[src/rtl/as_uart_rx_ctrl_pkg.sv]
// Shared types and constants for the UART receive-side controller.
// Contents:
//   uart_width       - bits per received character
//   uart_frame_ticks - bit-period ticks per frame (start + 8 data + parity + stop)
//   baud_state_t     - baud sequencer state encoding
package as_uart_rx_ctrl_pkg;

  localparam int uart_width       = 8;
  localparam int uart_frame_ticks = 11;

  typedef enum logic {BAUD_IDLE, BAUD_RUN} baud_state_t;

endpackage

[src/rtl/as_uart_rx_ctrl_if.sv]
// Bus-side register interface of the receive controller.
// Signals are named from the controller's point of view:
//   rd_i, flush_i, clr_ovr_i         - requests from the register file
//   rd_data_o, empty_o, full_o,
//   count_o, overrun_o, irq_o        - FIFO and interrupt status back to it
// modport master: register-file side; modport slave: controller side.
interface as_uart_rx_ctrl_if
  import as_uart_rx_ctrl_pkg::*;
#(
  parameter int FIFO_DEPTH = 8
) ();

  localparam int CNT_W = $clog2(FIFO_DEPTH + 1);

  logic                  rd_i;
  logic                  flush_i;
  logic                  clr_ovr_i;
  logic [uart_width-1:0] rd_data_o;
  logic                  empty_o;
  logic                  full_o;
  logic [CNT_W-1:0]      count_o;
  logic                  overrun_o;
  logic                  irq_o;

  modport master (
    output rd_i, flush_i, clr_ovr_i,
    input  rd_data_o, empty_o, full_o, count_o, overrun_o, irq_o
  );

  modport slave (
    input  rd_i, flush_i, clr_ovr_i,
    output rd_data_o, empty_o, full_o, count_o, overrun_o, irq_o
  );

endinterface

[src/rtl/as_uart_fifo.sv]
// Synchronous show-ahead FIFO for received characters.
// Ports:
//   clk_i, rst_i   - clock, synchronous active-high reset
//   push_i/wdata_i - write request and data (dropped when full unless a pop frees space)
//   pop_i          - advance head (ignored when empty)
//   flush_i        - empty the FIFO; overrides a simultaneous push/pop
//   rdata_o        - head entry, zero when empty
//   count_o, full_o, empty_o - occupancy status, all from registered state
module as_uart_fifo #(
  parameter  int DEPTH = 8,
  parameter  int WIDTH = 8,
  localparam int AW    = $clog2(DEPTH),
  localparam int CW    = $clog2(DEPTH + 1)
) (
  input  logic             clk_i,
  input  logic             rst_i,
  input  logic             push_i,
  input  logic [WIDTH-1:0] wdata_i,
  input  logic             pop_i,
  input  logic             flush_i,
  output logic [WIDTH-1:0] rdata_o,
  output logic [CW-1:0]    count_o,
  output logic             full_o,
  output logic             empty_o
);

  logic [WIDTH-1:0] mem_q [DEPTH];
  logic [AW-1:0]    wr_ptr_q, wr_ptr_d;
  logic [AW-1:0]    rd_ptr_q, rd_ptr_d;
  logic [CW-1:0]    count_q, count_d;
  logic             empty_q, empty_d;
  logic             full_q, full_d;
  logic             pop_s;
  logic             push_s;

  // Occupancy and pointer next-state; a pop in the same cycle makes room for a push into a full FIFO.
  always_comb begin
    pop_s    = pop_i & ~empty_q;
    push_s   = push_i & (~full_q | pop_s);
    wr_ptr_d = wr_ptr_q;
    rd_ptr_d = rd_ptr_q;
    count_d  = count_q;
    if (flush_i) begin
      wr_ptr_d = {AW{1'b0}};
      rd_ptr_d = {AW{1'b0}};
      count_d  = {CW{1'b0}};
    end else begin
      if (push_s) begin
        wr_ptr_d = wr_ptr_q + AW'(1);
      end else begin
        wr_ptr_d = wr_ptr_q;
      end
      if (pop_s) begin
        rd_ptr_d = rd_ptr_q + AW'(1);
      end else begin
        rd_ptr_d = rd_ptr_q;
      end
      case ({push_s, pop_s})
        2'b10:   count_d = count_q + CW'(1);
        2'b01:   count_d = count_q - CW'(1);
        default: count_d = count_q;
      endcase
    end
    empty_d = (count_d == {CW{1'b0}});
    full_d  = (count_d == CW'(DEPTH));
  end

  // Pointer, count and status flag registers.
  always_ff @(posedge clk_i) begin
    if (rst_i) begin
      wr_ptr_q <= {AW{1'b0}};
      rd_ptr_q <= {AW{1'b0}};
      count_q  <= {CW{1'b0}};
      empty_q  <= 1'b1;
      full_q   <= 1'b0;
    end else begin
      wr_ptr_q <= wr_ptr_d;
      rd_ptr_q <= rd_ptr_d;
      count_q  <= count_d;
      empty_q  <= empty_d;
      full_q   <= full_d;
    end
  end

  // Storage array; contents need no reset because the head is masked while empty.
  always_ff @(posedge clk_i) begin
    if (!rst_i && !flush_i && push_s) begin
      mem_q[wr_ptr_q] <= wdata_i;
    end
  end

  assign rdata_o = empty_q ? {WIDTH{1'b0}} : mem_q[rd_ptr_q];
  assign count_o = count_q;
  assign full_o  = full_q;
  assign empty_o = empty_q;

endmodule

[src/rtl/as_uart_rx_ctrl.sv]
// Receive-side controller for the UART receiver.
// Ports:
//   clk_i, rst_i     - clock, synchronous active-high reset
//   cfg_en_i         - receiver enable
//   cfg_div_i        - clocks per bit (>= 4, stable during a frame)
//   cfg_irq_en_i     - interrupt enable
//   rx_start_i       - start-bit pulse from the receiver
//   rx_rdy_i         - byte-complete pulse; rx_data_i is valid the cycle after
//   rx_data_i        - received byte
//   br_o, br2_o      - bit-period and mid-bit ticks to the receiver
//   bus              - register-file interface (FIFO read, flush, status, irq)
module as_uart_rx_ctrl
  import as_uart_rx_ctrl_pkg::*;
#(
  parameter int FIFO_DEPTH = 8,
  parameter int DIV_WIDTH  = 16
) (
  input  logic                  clk_i,
  input  logic                  rst_i,
  input  logic                  cfg_en_i,
  input  logic [DIV_WIDTH-1:0]  cfg_div_i,
  input  logic                  cfg_irq_en_i,
  input  logic                  rx_start_i,
  input  logic                  rx_rdy_i,
  input  logic [uart_width-1:0] rx_data_i,
  output logic                  br_o,
  output logic                  br2_o,
  as_uart_rx_ctrl_if.slave      bus
);

  localparam int TW = $clog2(uart_frame_ticks + 1);

  baud_state_t          state_q, state_d;
  logic [DIV_WIDTH-1:0] div_cnt_q, div_cnt_d;
  logic [TW-1:0]        tick_cnt_q, tick_cnt_d;
  logic [DIV_WIDTH-1:0] div_last_s;
  logic [DIV_WIDTH-1:0] div_half_s;
  logic                 br_q, br_d;
  logic                 br2_q, br2_d;
  logic                 rdy_q;
  logic                 ovr_q, ovr_d;
  logic                 irq_q, irq_d;
  logic                 drop_s;

  assign div_last_s = cfg_div_i - DIV_WIDTH'(1);
  assign div_half_s = (cfg_div_i >> 1) - DIV_WIDTH'(1);

  // Baud sequencer next state; ticks are decoded from the next state so they leave as registered pulses.
  always_comb begin
    state_d    = state_q;
    div_cnt_d  = div_cnt_q;
    tick_cnt_d = tick_cnt_q;
    case (state_q)
      BAUD_IDLE: begin
        if (rx_start_i && cfg_en_i) begin
          state_d    = BAUD_RUN;
          div_cnt_d  = {DIV_WIDTH{1'b0}};
          tick_cnt_d = {TW{1'b0}};
        end else begin
          state_d = BAUD_IDLE;
        end
      end
      BAUD_RUN: begin
        if (!cfg_en_i) begin
          state_d = BAUD_IDLE;
        end else if (div_cnt_q == div_last_s) begin
          div_cnt_d  = {DIV_WIDTH{1'b0}};
          tick_cnt_d = tick_cnt_q + TW'(1);
          // This br is the last of the frame: idle from the next cycle on.
          if (tick_cnt_q == TW'(uart_frame_ticks - 1)) begin
            state_d = BAUD_IDLE;
          end else begin
            state_d = BAUD_RUN;
          end
        end else begin
          div_cnt_d = div_cnt_q + DIV_WIDTH'(1);
        end
      end
      default: begin
        state_d = BAUD_IDLE;
      end
    endcase
    br_d  = (state_d == BAUD_RUN) && (div_cnt_d == div_last_s);
    br2_d = (state_d == BAUD_RUN) && (div_cnt_d == div_half_s);
  end

  // Baud sequencer state and tick registers.
  always_ff @(posedge clk_i) begin
    if (rst_i) begin
      state_q    <= BAUD_IDLE;
      div_cnt_q  <= {DIV_WIDTH{1'b0}};
      tick_cnt_q <= {TW{1'b0}};
      br_q       <= 1'b0;
      br2_q      <= 1'b0;
    end else begin
      state_q    <= state_d;
      div_cnt_q  <= div_cnt_d;
      tick_cnt_q <= tick_cnt_d;
      br_q       <= br_d;
      br2_q      <= br2_d;
    end
  end

  // A push into a full FIFO is lost unless a read frees the slot in the same cycle.
  assign drop_s = rdy_q & bus.full_o & ~bus.rd_i;

  // Overrun flag and interrupt next state; flush beats a new overrun, a new overrun beats clear.
  always_comb begin
    ovr_d = ovr_q;
    if (bus.flush_i) begin
      ovr_d = 1'b0;
    end else if (drop_s) begin
      ovr_d = 1'b1;
    end else if (bus.clr_ovr_i) begin
      ovr_d = 1'b0;
    end else begin
      ovr_d = ovr_q;
    end
    irq_d = cfg_irq_en_i & (~bus.empty_o | ovr_q);
  end

  // Delayed byte-ready strobe, overrun flag and interrupt registers.
  always_ff @(posedge clk_i) begin
    if (rst_i) begin
      rdy_q <= 1'b0;
      ovr_q <= 1'b0;
      irq_q <= 1'b0;
    end else begin
      // The receiver's data settles one cycle after its ready pulse.
      rdy_q <= rx_rdy_i & cfg_en_i;
      ovr_q <= ovr_d;
      irq_q <= irq_d;
    end
  end

  as_uart_fifo #(
    .DEPTH (FIFO_DEPTH),
    .WIDTH (uart_width)
  ) u_fifo (
    .clk_i   (clk_i),
    .rst_i   (rst_i),
    .push_i  (rdy_q),
    .wdata_i (rx_data_i),
    .pop_i   (bus.rd_i),
    .flush_i (bus.flush_i),
    .rdata_o (bus.rd_data_o),
    .count_o (bus.count_o),
    .full_o  (bus.full_o),
    .empty_o (bus.empty_o)
  );

  assign br_o          = br_q;
  assign br2_o         = br2_q;
  assign bus.overrun_o = ovr_q;
  assign bus.irq_o     = irq_q;

endmodule
[src/flat_wrapper.sv]
// flat-port wrapper written by rule: the top's interface ports become plain ports
module as_uart_rx_ctrl_flat import as_uart_rx_ctrl_pkg::*;
#(
  parameter int FIFO_DEPTH = 8,
  parameter int DIV_WIDTH  = 16
)
  (clk_i, rst_i, cfg_en_i, cfg_div_i, cfg_irq_en_i, rx_start_i, rx_rdy_i, rx_data_i, br_o, br2_o, bus_rd_i, bus_flush_i, bus_clr_ovr_i, bus_rd_data_o, bus_empty_o, bus_full_o, bus_count_o, bus_overrun_o, bus_irq_o);
  as_uart_rx_ctrl_if #(.FIFO_DEPTH(FIFO_DEPTH)) bus_i ();
  input  logic clk_i;
  input  logic rst_i;
  input  logic cfg_en_i;
  input  logic [DIV_WIDTH-1:0] cfg_div_i;
  input  logic cfg_irq_en_i;
  input  logic rx_start_i;
  input  logic rx_rdy_i;
  input  logic [uart_width-1:0] rx_data_i;
  output logic br_o;
  output logic br2_o;
  input wire logic [$bits(bus_i.rd_i)-1:0] bus_rd_i;
  input wire logic [$bits(bus_i.flush_i)-1:0] bus_flush_i;
  input wire logic [$bits(bus_i.clr_ovr_i)-1:0] bus_clr_ovr_i;
  output wire logic [$bits(bus_i.rd_data_o)-1:0] bus_rd_data_o;
  output wire logic [$bits(bus_i.empty_o)-1:0] bus_empty_o;
  output wire logic [$bits(bus_i.full_o)-1:0] bus_full_o;
  output wire logic [$bits(bus_i.count_o)-1:0] bus_count_o;
  output wire logic [$bits(bus_i.overrun_o)-1:0] bus_overrun_o;
  output wire logic [$bits(bus_i.irq_o)-1:0] bus_irq_o;
  assign bus_i.rd_i = bus_rd_i;
  assign bus_i.flush_i = bus_flush_i;
  assign bus_i.clr_ovr_i = bus_clr_ovr_i;
  assign bus_rd_data_o = bus_i.rd_data_o;
  assign bus_empty_o = bus_i.empty_o;
  assign bus_full_o = bus_i.full_o;
  assign bus_count_o = bus_i.count_o;
  assign bus_overrun_o = bus_i.overrun_o;
  assign bus_irq_o = bus_i.irq_o;
  as_uart_rx_ctrl #(.FIFO_DEPTH(FIFO_DEPTH), .DIV_WIDTH(DIV_WIDTH)) u_core (.clk_i(clk_i), .rst_i(rst_i), .cfg_en_i(cfg_en_i), .cfg_div_i(cfg_div_i), .cfg_irq_en_i(cfg_irq_en_i), .rx_start_i(rx_start_i), .rx_rdy_i(rx_rdy_i), .rx_data_i(rx_data_i), .br_o(br_o), .br2_o(br2_o), .bus(bus_i));
endmodule
[config.mk]
export PLATFORM = sky130hd
export DESIGN_NAME = as_uart_rx_ctrl_flat
export DESIGN_NICKNAME = d
export VERILOG_FILES = /design/src/rtl/as_uart_rx_ctrl_pkg.sv /design/src/rtl/as_uart_rx_ctrl_if.sv /design/src/rtl/as_uart_fifo.sv /design/src/rtl/as_uart_rx_ctrl.sv /design/src/flat_wrapper.sv
export SDC_FILE = /design/constraint.sdc
export NUM_CORES = 1
export LEC_CHECK = 0
export ABC_AREA = 1
export BUFFER_PORTS_ARGS = -buffer_cell sky130_fd_sc_hd__buf_2
export CAP_MARGIN = 10
export CORE_MARGIN = 2
export CORE_UTILIZATION = 25
export CTS_CLUSTER_SIZE = 8
export DETAILED_ROUTE_END_ITERATION = 7
export SETUP_SLACK_MARGIN = 0.05
export SLEW_MARGIN = 20
export SYNTH_ARGS = -nofsm -noshare
export SYNTH_HDL_FRONTEND = slang
export SYNTH_SLANG_ARGS = --single-unit
[constraint.sdc]
create_clock -name clk_i -period 3.8 [get_ports clk_i]
set_input_delay 0.76 -clock clk_i [delete_from_list [all_inputs] [get_ports clk_i]]
set_output_delay 0.76 -clock clk_i [all_outputs]
set_load 0.005 [all_outputs]
==> results of run 1 <==
[power by group through the flow]
stage               Clock [uW]  Combinational, uW  Sequential, uW
finish                    1080                254            1220
global route              1140                287            1220
CTS                       1110                254            1220
detailed placement           0                253            1250
global placement             0                252            1250
floorplan                    0                156            1250
[flip-flops by register name (all words and copies together) (netlist names), named ones only]
| signal | count |
|---|---|
| u_core.br2_o | 1 |
| u_core.br_o | 1 |
| u_core.bus.irq_o | 1 |
| u_core.bus.overrun_o | 1 |
| u_core.div_cnt_q | 16 |
| u_core.rdy_q | 1 |
| u_core.state_q | 1 |
| u_core.tick_cnt_q | 4 |
| u_core.u_fifo.count_o | 4 |
| u_core.u_fifo.empty_o | 1 |
| u_core.u_fifo.full_o | 1 |
| u_core.u_fifo.mem_q | 64 |
| u_core.u_fifo.rd_ptr_q | 3 |
| u_core.u_fifo.wr_ptr_q | 3 |
[cells by family after synthesis]
group                      synth area share
and+or+nand+nor                       0.312
buffers and inverters                0.0674
DFF                                   0.458
AOI/OAI and AO/OA                    0.0837
xor gates and xnor gates             0.0534
adders and majority gates            0.0242
muxes                               0.00167
[stage by stage]
stage                     setup slack (ns)  hold slack [ns]
after floorplan                       1.05            0.433
after global placement               0.176            0.452
after detailed placement             0.130            0.452
after CTS                            0.503            0.465
after global routing                 0.102            0.484
final                                0.481            0.465
[area by class of cell]
class	instances	area (sq um)
fillers	2512	16500
multi-input cells	561	2850
flip-flops and latches	105	2740
well taps	319	399
inverters	88	330
repair buffers	58	310
clock buffers	10	229
clock inverters	6	121
[cells in the final DEF, fill, tap and decap left out, drive strengths merged]
cell    netlist  routed
nand2       176     176
nor2        143     143
inv          88      91
nand3        66      66
edfxtp       64      64
buf           5      58
o21ai        55      55
dfxtp        41      41
xor2         31      31
a21oi        17      17
nand4        15      15
nor3         11      11
ha           10      10
clkbuf       12      10
o22ai         9       9
a31oi         8       8
nand3b        4       4
xnor2         3       3
bufinv        0       3
o31ai         2       2
nor4          2       2
nor3b         2       2
and2          1       1
xnor3         1       1
mux2i         1       1
o211a         1       1
or2           1       1
o21ba         1       1
fa            1       1
[worst max-delay path, delay by kind of cell]
| family | cells | cell delay [ns] |
|---|---|---|
| xor+xnor | 1 | 0.37 |
| fa+ha+maj | 1 | 0.26 |
| buf+inv | 4 | 0.40 |
| simple gates | 15 | 1.78 |
[worst paths after layout]
check	startpoint	endpoint	slack, ns	depth (start not counted)
setup / recovery	cfg_div_i[1]	u_core.br_o	0.48	21
hold reg to reg	u_core.u_fifo.rd_ptr_q[2]	u_core.u_fifo.rd_ptr_q[2]	0.47	2
setup reg to reg	u_core.div_cnt_q[1]	u_core.br_o	1.04	12
hold / removal	u_core.u_fifo.rd_ptr_q[2]	u_core.u_fifo.rd_ptr_q[2]	0.47	2
[layer usage]
metal | part of all wire | vias up | GRT usage
met5 | 0 | - | 0
met4 | 0.0099 | 0 | 0.0254
met3 | 0.053 | 14 | 0.0222
met2 | 0.47 | 171 | 0.208
met1 | 0.47 | 2373 | 0.164
li1 | - | 2645 | -
==> results.cfg, run 1 <==
[synth]
yosys.area.top_type = edfxtp_1
synth_commonest_cells = 171 x nand2_1, 131 x nor2_1, 84 x inv_1
ys_top_cells_by_area = edfxtp_1 32%, dfxtp_1 14%, nand2_1 11%
synthArstFlopShare = 0
synth_edf_count = 64
synth-seq-area-share = 0.458
avgSynthCellArea_sq_um = 7.77
synthCells = 771
yosysMostFrequentCell = nand2_1
synth_area_sq_mm = 0.00599
ys_types = 40
yosysWarningCount = 0
synth_top_area_share = 0.321
synth_nets = 815
synth.ff_latch_count = 105
synthFlopType = edfxtp_1

[finish]
area_growth_pct = 16.5
instances_no_fill = 1147
num_antenna_cells = 0
design_area_sq_mm = 0.00698
final_util = 0.297
nNetsFinal = 867
drive_gt1_frac = 0.122

[routing]
route.detailed.drc = 0
routed-via-count = 5203
post_drt_wl_per_cell_microns = 13.5
ant_nets = 0
first_pass_iters = 7
vias_per_cell = 4.54
first_iter_violations = 486
drt-total-wl_microns = 15400

[power_and_ir_drop]
internal_power_uw = 1950
comb_power_share = 0.099
p_clk_frac = 0.422
seqPwrFrac = 0.478
p_total_uw = 2560
p_per_area_mw_per_mm2 = 366
irDropWorstVdd_v = 0.000164
p_sw_frac = 0.237
p_switching_uw = 606
p_leak_uw = 0.00291

[sta]
rsz0062_at_grt = no
timing.setup.tns_ns = 0
final.min_clock_period_ns = 3.32
final_max_slew_viol_count = 0
period_share = 0.874
slew_headroom = 0.379
finalHoldViolCount = 0
max_freq_mhz = 301
finalSetupViolations = 0
finClkSkew_ns = 0.00773
worstMarginPinSlew_ns = 0.930

[setup_path]
crit_chain = buf_2 -> inv_1 -> ha_1 -> inv_2 -> nor2_2 -> nand2_2 -> nor2_1 -> xor2_1 -> nand2_1 -> nand2_1 -> nand2_1 -> nor2_4 -> nand3_4 -> nand2_4 -> inv_2 -> nand2_1 -> nand2_1 -> nand2_1 -> nor2_1 -> nand3_1 -> nor2_1
max_stage_delay_ns = 0.37
crit_path_max_fanout = 24
slowest_stage = xor2_1
path_common_cell = nand2_1
cp.required_ns = 4.05
setup.worst_path.class = in -> reg
arrival_ns = 3.57
worst_setup_path_start_kind = input port
critPathCaptureType = flip-flop

[placed_design]
port_buffers = 50
dp.cells = 1131
dp_hpwl_microns = 11800
place_area_sq_mm = 0.00663
gp_congestion = 0.896

[clocking]
cts.htree.levels = 3
clock_sinks = 105
cts-buffers-inserted = 9
clk_latency_ns = 0.35
tritoncts = done
clkTransAtPathRegs_ns = 0.07
cts_setup_buffers = 0
ctsResizeCount = 0
cts_root_buffer = clkbuf_16
cts-hold-fix-buffers = 0
clockBufferDepth = 2

[run]
cap_violations = 0

[global_routing]
grt_antenna_before_repair = 0
grt_pass1_vias = 4747
grt_max_degree = 33
grt_overflow_total = 0
grt_pass1_wl_microns = 25000
grt_usage = 0.123

[die]
ioPinCount = 51
initial_core_util = 0.255
die_w_microns = 159
die_h_microns = 159
coreArea_sq_mm = 0.0235
dieArea_sq_mm = 0.0252
rows = 56

[run_status]
outcome = complete, no violations

[worst_hold_path]
min_path_type = reg -> reg
No activity file was read; power rests on OpenSTA's default activity.
==> run 2, diff against run 1 <==
--- a/config.mk
+++ b/config.mk
@@ -12,6 +12,7 @@
 export CORE_UTILIZATION = 25
 export CTS_CLUSTER_SIZE = 8
 export DETAILED_ROUTE_END_ITERATION = 7
+export HOLD_SLACK_MARGIN = 0.08
 export SETUP_SLACK_MARGIN = 0.05
 export SLEW_MARGIN = 20
 export SYNTH_ARGS = -nofsm -noshare
==> constraint.sdc (replaced) <==
create_clock -name clk_i -period 4.3 [get_ports clk_i]
set_input_delay 0.86 -clock clk_i [delete_from_list [all_inputs] [get_ports clk_i]]
set_output_delay 0.86 -clock clk_i [all_outputs]
set_load 0.005 [all_outputs]
==> results.cfg, run 2 (synthesis gave the netlist of run 1 again) <==
[sta]
fin_ws_ns = 0.887
slew_headroom = 0.383
final_max_slew_viol_count = 0
worstMarginPinSlew_ns = 0.924
max_freq_mhz = 293
finClkSkew_ns = 0.00279
finalSetupViolations = 0
final.min_clock_period_ns = 3.41
rsz0062_at_grt = no
finalHoldViolCount = 0
timing.setup.tns_ns = 0
period_share = 0.794

[finish]
num_antenna_cells = 0
nNetsFinal = 864
drive_gt1_frac = 0.116
largest-register = u_core.u_fifo.mem_q
largestRegisters = u_core.u_fifo.mem_q: 64 flops, u_core.div_cnt_q: 16 flops
largest_reg_flops = 64
most-common-layout-cells = 171 x nand2_1, 131 x nor2_1, 84 x inv_1
area_growth_pct = 14.7
final_util = 0.293
layout_commonest_cell = nand2_1

[die]
ioPinCount = 51
die_h_microns = 159
dieArea_sq_mm = 0.0252
coreArea_sq_mm = 0.0235
rows = 56
initial_core_util = 0.255
die_w_microns = 159

[setup_path]
critPathCaptureType = flip-flop
r2r_setup_slack_ns = 1.51
worst-path-buf-inv = 4
worstRegToRegCells = 12
critPathTopFamily = simple AND/OR/NAND/NOR gates
crit_chain = buf_2 -> inv_1 -> ha_1 -> inv_2 -> nor2_2 -> nand3_1 -> o21ai_1 -> nand3_1 -> nand2_1 -> nand3_1 -> nor2_2 -> nand3_4 -> nand2_4 -> inv_2 -> nand2_1 -> nand2_1 -> nand2_1 -> nor2_1 -> nand3_1 -> nor2_1
worst_setup_path_start_kind = input port
r2r-start = u_core.div_cnt_q[1]
rr_endpoint = u_core.br_o
max_stage_delay_ns = 0.30
cp.required_ns = 4.54
cp.depth = 20
slowest_stage = o21ai_1
crit_path_max_fanout = 24
arrival_ns = 3.65
setup.worst_path.class = in -> reg

[routing]
ant_nets = 0
drt-total-wl_microns = 15200
post_drt_wl_per_cell_microns = 13.3
vias_per_cell = 4.50
first_iter_violations = 499
route.detailed.drc = 0
routed-via-count = 5145
first_pass_iters = 5

[clocking]
clockBufferDepth = 2
cts_setup_buffers = 0
ctsResizeCount = 0
cts-buffers-inserted = 9
clock_sinks = 105
tritoncts = done
cts-hold-fix-buffers = 0
clk_latency_ns = 0.34
cts.htree.levels = 3
clkTransAtPathRegs_ns = 0.07
cts_root_buffer = clkbuf_16

[power_and_ir_drop]
p_sw_frac = 0.254
p_switching_uw = 526
irDropWorstVdd_v = 0.000154
p_clk_frac = 0.369
p_per_area_mw_per_mm2 = 301
seqPwrFrac = 0.523
comb_power_share = 0.107
p_leak_uw = 0.00285
internal_power_uw = 1540

[placed_design]
place_ws_ns = 0.540
dp_hpwl_microns = 11500
port_buffers = 50
gp_congestion = 0.926

[global_routing]
grt_antenna_before_repair = 0
grt_overflow_total = 0
grt_usage = 0.120
grt_pass1_wl_microns = 24300
grt_max_degree = 34
grt_pass1_vias = 4616

[run_status]
outcome = complete, no violations

[run]
cap_violations = 0

[worst_hold_path]
holdPathEnd = u_core.u_fifo.rd_ptr_q[2]
min_path_type = reg -> reg
whs_path_depth = 2
hp-start = u_core.u_fifo.rd_ptr_q[2]
run 2: how the worst max path moves through the flow:
stage | startpoint | endpoint
after CTS | cfg_div_i[1] | u_core.br_o
after detailed placement | cfg_div_i[1] | u_core.br_o
final | cfg_div_i[1] | u_core.br_o
after global routing | cfg_div_i[1] | u_core.br2_o
after global placement | cfg_div_i[1] | u_core.br_o
after floorplan | cfg_div_i[1] | u_core.br_o
run 2: metrics by stage:
stage	instance area, sq um	std cells	hold WS [ns]	power (uW)
final	6880	1144	0.466	2070
after CTS	6880	1144	0.471	2090
after global placement	6610	1128	0.458	1330
after floorplan	5990	771	0.433	1240
after global routing	6880	1144	0.516	2160
after detailed placement	6610	1128	0.455	1330
run 2: worst min-delay path, delay by kind of cell, from the launching register on:
kind | cells | cell delay [ns]
buf+inv | 1 | 0.05
compound gates | 1 | 0.06
flops | 1 | 0.31
run 2: cell type report:
class                   instances  area (sq um)
fillers                      2489         16600
multi-input cells             561          2850
flip-flops and latches        105          2740
well taps                     319           399
inverters                      88           330
repair buffers                 55           288
clock buffers                  11           233
clock inverters                 5          37.5
run 2: metal layers:
metal,share of wire,up-vias,global-route usage
met5,0,-,0
met4,0.012,0,0.0329
met3,0.054,18,0.0212
met2,0.46,166,0.196
met1,0.47,2327,0.164
li1,-,2634,-
run 2: power groups by stage:
stage	registers [uW]	logic, uW	clock network [uW]
after floorplan	1100	138	0
after global placement	1110	220	0
after detailed placement	1110	220	0
after CTS	1080	221	787
after global routing	1080	251	826
final	1080	222	764
==> run 3, diff against run 2 <==
--- a/config.mk
+++ b/config.mk
@@ -5,7 +5,7 @@
 export SDC_FILE = /design/constraint.sdc
 export NUM_CORES = 1
 export LEC_CHECK = 0
-export ABC_AREA = 1
+export ABC_AREA = 0
 export BUFFER_PORTS_ARGS = -buffer_cell sky130_fd_sc_hd__buf_2
 export CAP_MARGIN = 10
 export CORE_MARGIN = 2
==> constraint.sdc (replaced) <==
create_clock -name clk_i -period 3.6 [get_ports clk_i]
set_input_delay 0.72 -clock clk_i [delete_from_list [all_inputs] [get_ports clk_i]]
set_output_delay 0.72 -clock clk_i [all_outputs]
set_load 0.005 [all_outputs]
==> results.cfg, run 3 <==
[run_status]
outcome = complete, no violations

[sta]
worstMarginPinSlew_ns = 0.778
final.min_clock_period_ns = 3.50
rsz0062_at_grt = yes
final_max_slew_viol_count = 0
max_freq_mhz = 285
fin_hold_ws_ns = 0.490
finalHoldViolCount = 0
finClkSkew_ns = 0.00811
period_share = 0.973
slew_headroom = 0.479
finalSetupViolations = 0

[placed_design]
port_buffers = 50
gp_congestion = 0.943
dp.cells = 1035
dp_hpwl_microns = 13200
place_area_sq_mm = 0.00742

[finish]
instances_no_fill = 1053
multi_input_area_sq_mm = 0.00329
drive_gt1_frac = 0.276
largestRegisters = u_core.u_fifo.mem_q: 64 flops, u_core.div_cnt_q: 16 flops
register_area_sq_mm = 0.00274
area_growth_pct = 26.4
largest_reg_flops = 64
design_area_sq_mm = 0.00779
most-common-layout-cells = 91 x buf_4, 69 x nor2_1, 64 x edfxtp_1
num_antenna_cells = 0
largest-register = u_core.u_fifo.mem_q
layout_commonest_cell = buf_4
nNetsFinal = 768
final_util = 0.321
nFillCells = 2526

[setup_path]
arrival_ns = 3.76
worst_setup_path_start_kind = input port
crit_path_max_fanout = 9
r2r_setup_slack_ns = 0.34
setup.worst_path.class = in -> reg
worstRegToRegCells = 11
rr_endpoint = u_core.br2_o
cp.required_ns = 3.86
r2r-start = u_core.div_cnt_q[1]
critPathCaptureType = flip-flop

[synth]
synth_commonest_cells = 69 x nor2_1, 64 x edfxtp_1, 48 x xnor2_1
ys_types = 63
synth.ff_latch_count = 105
ys_top_cells_by_area = edfxtp_1 31%, dfxtp_1 13%, xnor2_1 6.8%
synthFlopType = edfxtp_1
synth_area_sq_mm = 0.00616
synth_top_area_share = 0.312
avgSynthCellArea_sq_um = 10.2
synth_edf_count = 64
synth_nets = 650
synth-seq-area-share = 0.445
synthCells = 606
yosys.area.top_type = edfxtp_1
synthArstFlopShare = 0
yosysMostFrequentCell = nor2_1
yosysWarningCount = 0

[global_routing]
grt_max_degree = 19
grt_overflow_total = 0
grt_usage = 0.135
grt_antenna_before_repair = 0
grt_pass1_vias = 4990
grt_pass1_wl_microns = 27100

[routing]
route.detailed.drc = 0
met1Wirelength_microns = 7940
ant_nets = 0
first_pass_iters = 5
top_layer = met4
vias_per_cell = 4.78
post_drt_wl_per_cell_microns = 16.4
dr_wl_met2_microns = 8390
first_iter_violations = 284
routed-via-count = 5035
wl_met3_microns = 713
drt-total-wl_microns = 17300

[clocking]
cts_root_buffer = clkbuf_16
clkTransAtPathRegs_ns = 0.07
clock_sinks = 105
cts.htree.levels = 3
tritoncts = done
cts-buffers-inserted = 9
cts-hold-fix-buffers = 0
clk_latency_ns = 0.35
clockBufferDepth = 2

[die]
dieArea_sq_mm = 0.0259
rows = 57
die_h_microns = 161
ioPinCount = 51
coreArea_sq_mm = 0.0242
die_w_microns = 161
initial_core_util = 0.254

[worst_hold_path]
whs_path_depth = 2
min_path_type = reg -> reg
holdPathEnd = u_core.bus.overrun_o
hp-start = u_core.bus.overrun_o

[power_and_ir_drop]
p_leak_uw = 0.00274
p_per_area_mw_per_mm2 = 317
irDropWorstVdd_v = 0.000184

[run]
cap_violations = 0
run 3: changes by cell type after synthesis, sizes merged, moves of 16 or more:
| cell | delta |
|---|---|
| nor2 | -74 |
| nand3 | -42 |
| inv | -65 |
| nand2 | -152 |
| xnor2 | +45 |
| o21ai | -36 |
| mux4 | +16 |
run 3: timing repair:
item | 4_1_cts | 5_1_grt
endpoints found under the hold margin | 0 | 0
buffers inserted | 0 | 2
gates resized for setup | 0 | 17
endpoints found under the setup margin | 0 | 4
run 3: cells by family after synthesis:
logic type	synth area share
buffers and inverters	0.0378
DFF	0.445
muxes	0.0833
and+or+nand+nor	0.195
adders and majority gates	0.0252
xor gates and xnor gates	0.115
AOI/OAI and AO/OA	0.0989
run 3: critical path, cell delays in order:
cell	delay (ns)
buf_2	0.13
inv_6	0.06
ha_4	0.12
or3b_4	0.39
buf_4	0.17
nor2b_4	0.11
xnor2_1	0.09
a2111o_1	0.44
or4_4	0.53
buf_6	0.16
o21ai_4	0.18
buf_6	0.16
a21oi_1	0.05
o32a_1	0.32
nor4_2	0.14
run 3: area by class of cell:
class	count	area share
Multi-Input combinational cell	441	0.422
Sequential cell	105	0.352
Timing Repair Buffer	144	0.125
Tap cell	324	0.0521
Clock buffer	9	0.0289
Inverter	23	0.0124
Clock inverter	7	0.00675
run 3: worst max-delay path by stage:
| stage | from | to | slack [ns] | cells past startpoint |
|---|---|---|---|---|
| 2_1_floorplan | cfg_div_i[2] | u_core.br_o | 0.004 | 13 |
| 3_5_place_dp | cfg_div_i[2] | u_core.br_o | -0.29 | 14 |
| 6_report | cfg_div_i[2] | u_core.br2_o | 0.1 | 15 |
| 3_3_place_gp | cfg_div_i[4] | u_core.br_o | -0.22 | 11 |
| 4_1_cts | cfg_div_i[2] | u_core.br_o | 0.05 | 14 |
| 5_1_grt | cfg_div_i[2] | u_core.br_o | 0.002 | 14 |
run 3: power breakdown:
part	leakage, uW	switching [uW]	internal [uW]
Combinational	0.00170	157	119
Sequential	0.000906	3.96	1280
Clock	0.000131	441	474
Total	0.00274	602	1870
run 3: metrics by stage:
step           total power, uW  setup WS [ns]  setup TNS, ns
5_1_grt                   2570        0.00222              0
2_1_floorplan             1460        0.00366              0
4_1_cts                   2490         0.0520              0
3_3_place_gp              1570         -0.222          -1.91
3_5_place_dp              1570         -0.291          -3.08
6_report                  2470         0.0970              0
run 3: metal layers:
metal | GRT usage | up-vias
met5 | 0 | -
met4 | 0.0353 | 0
met3 | 0.0248 | 25
met2 | 0.229 | 126
met1 | 0.176 | 2420
li1 | - | 2464
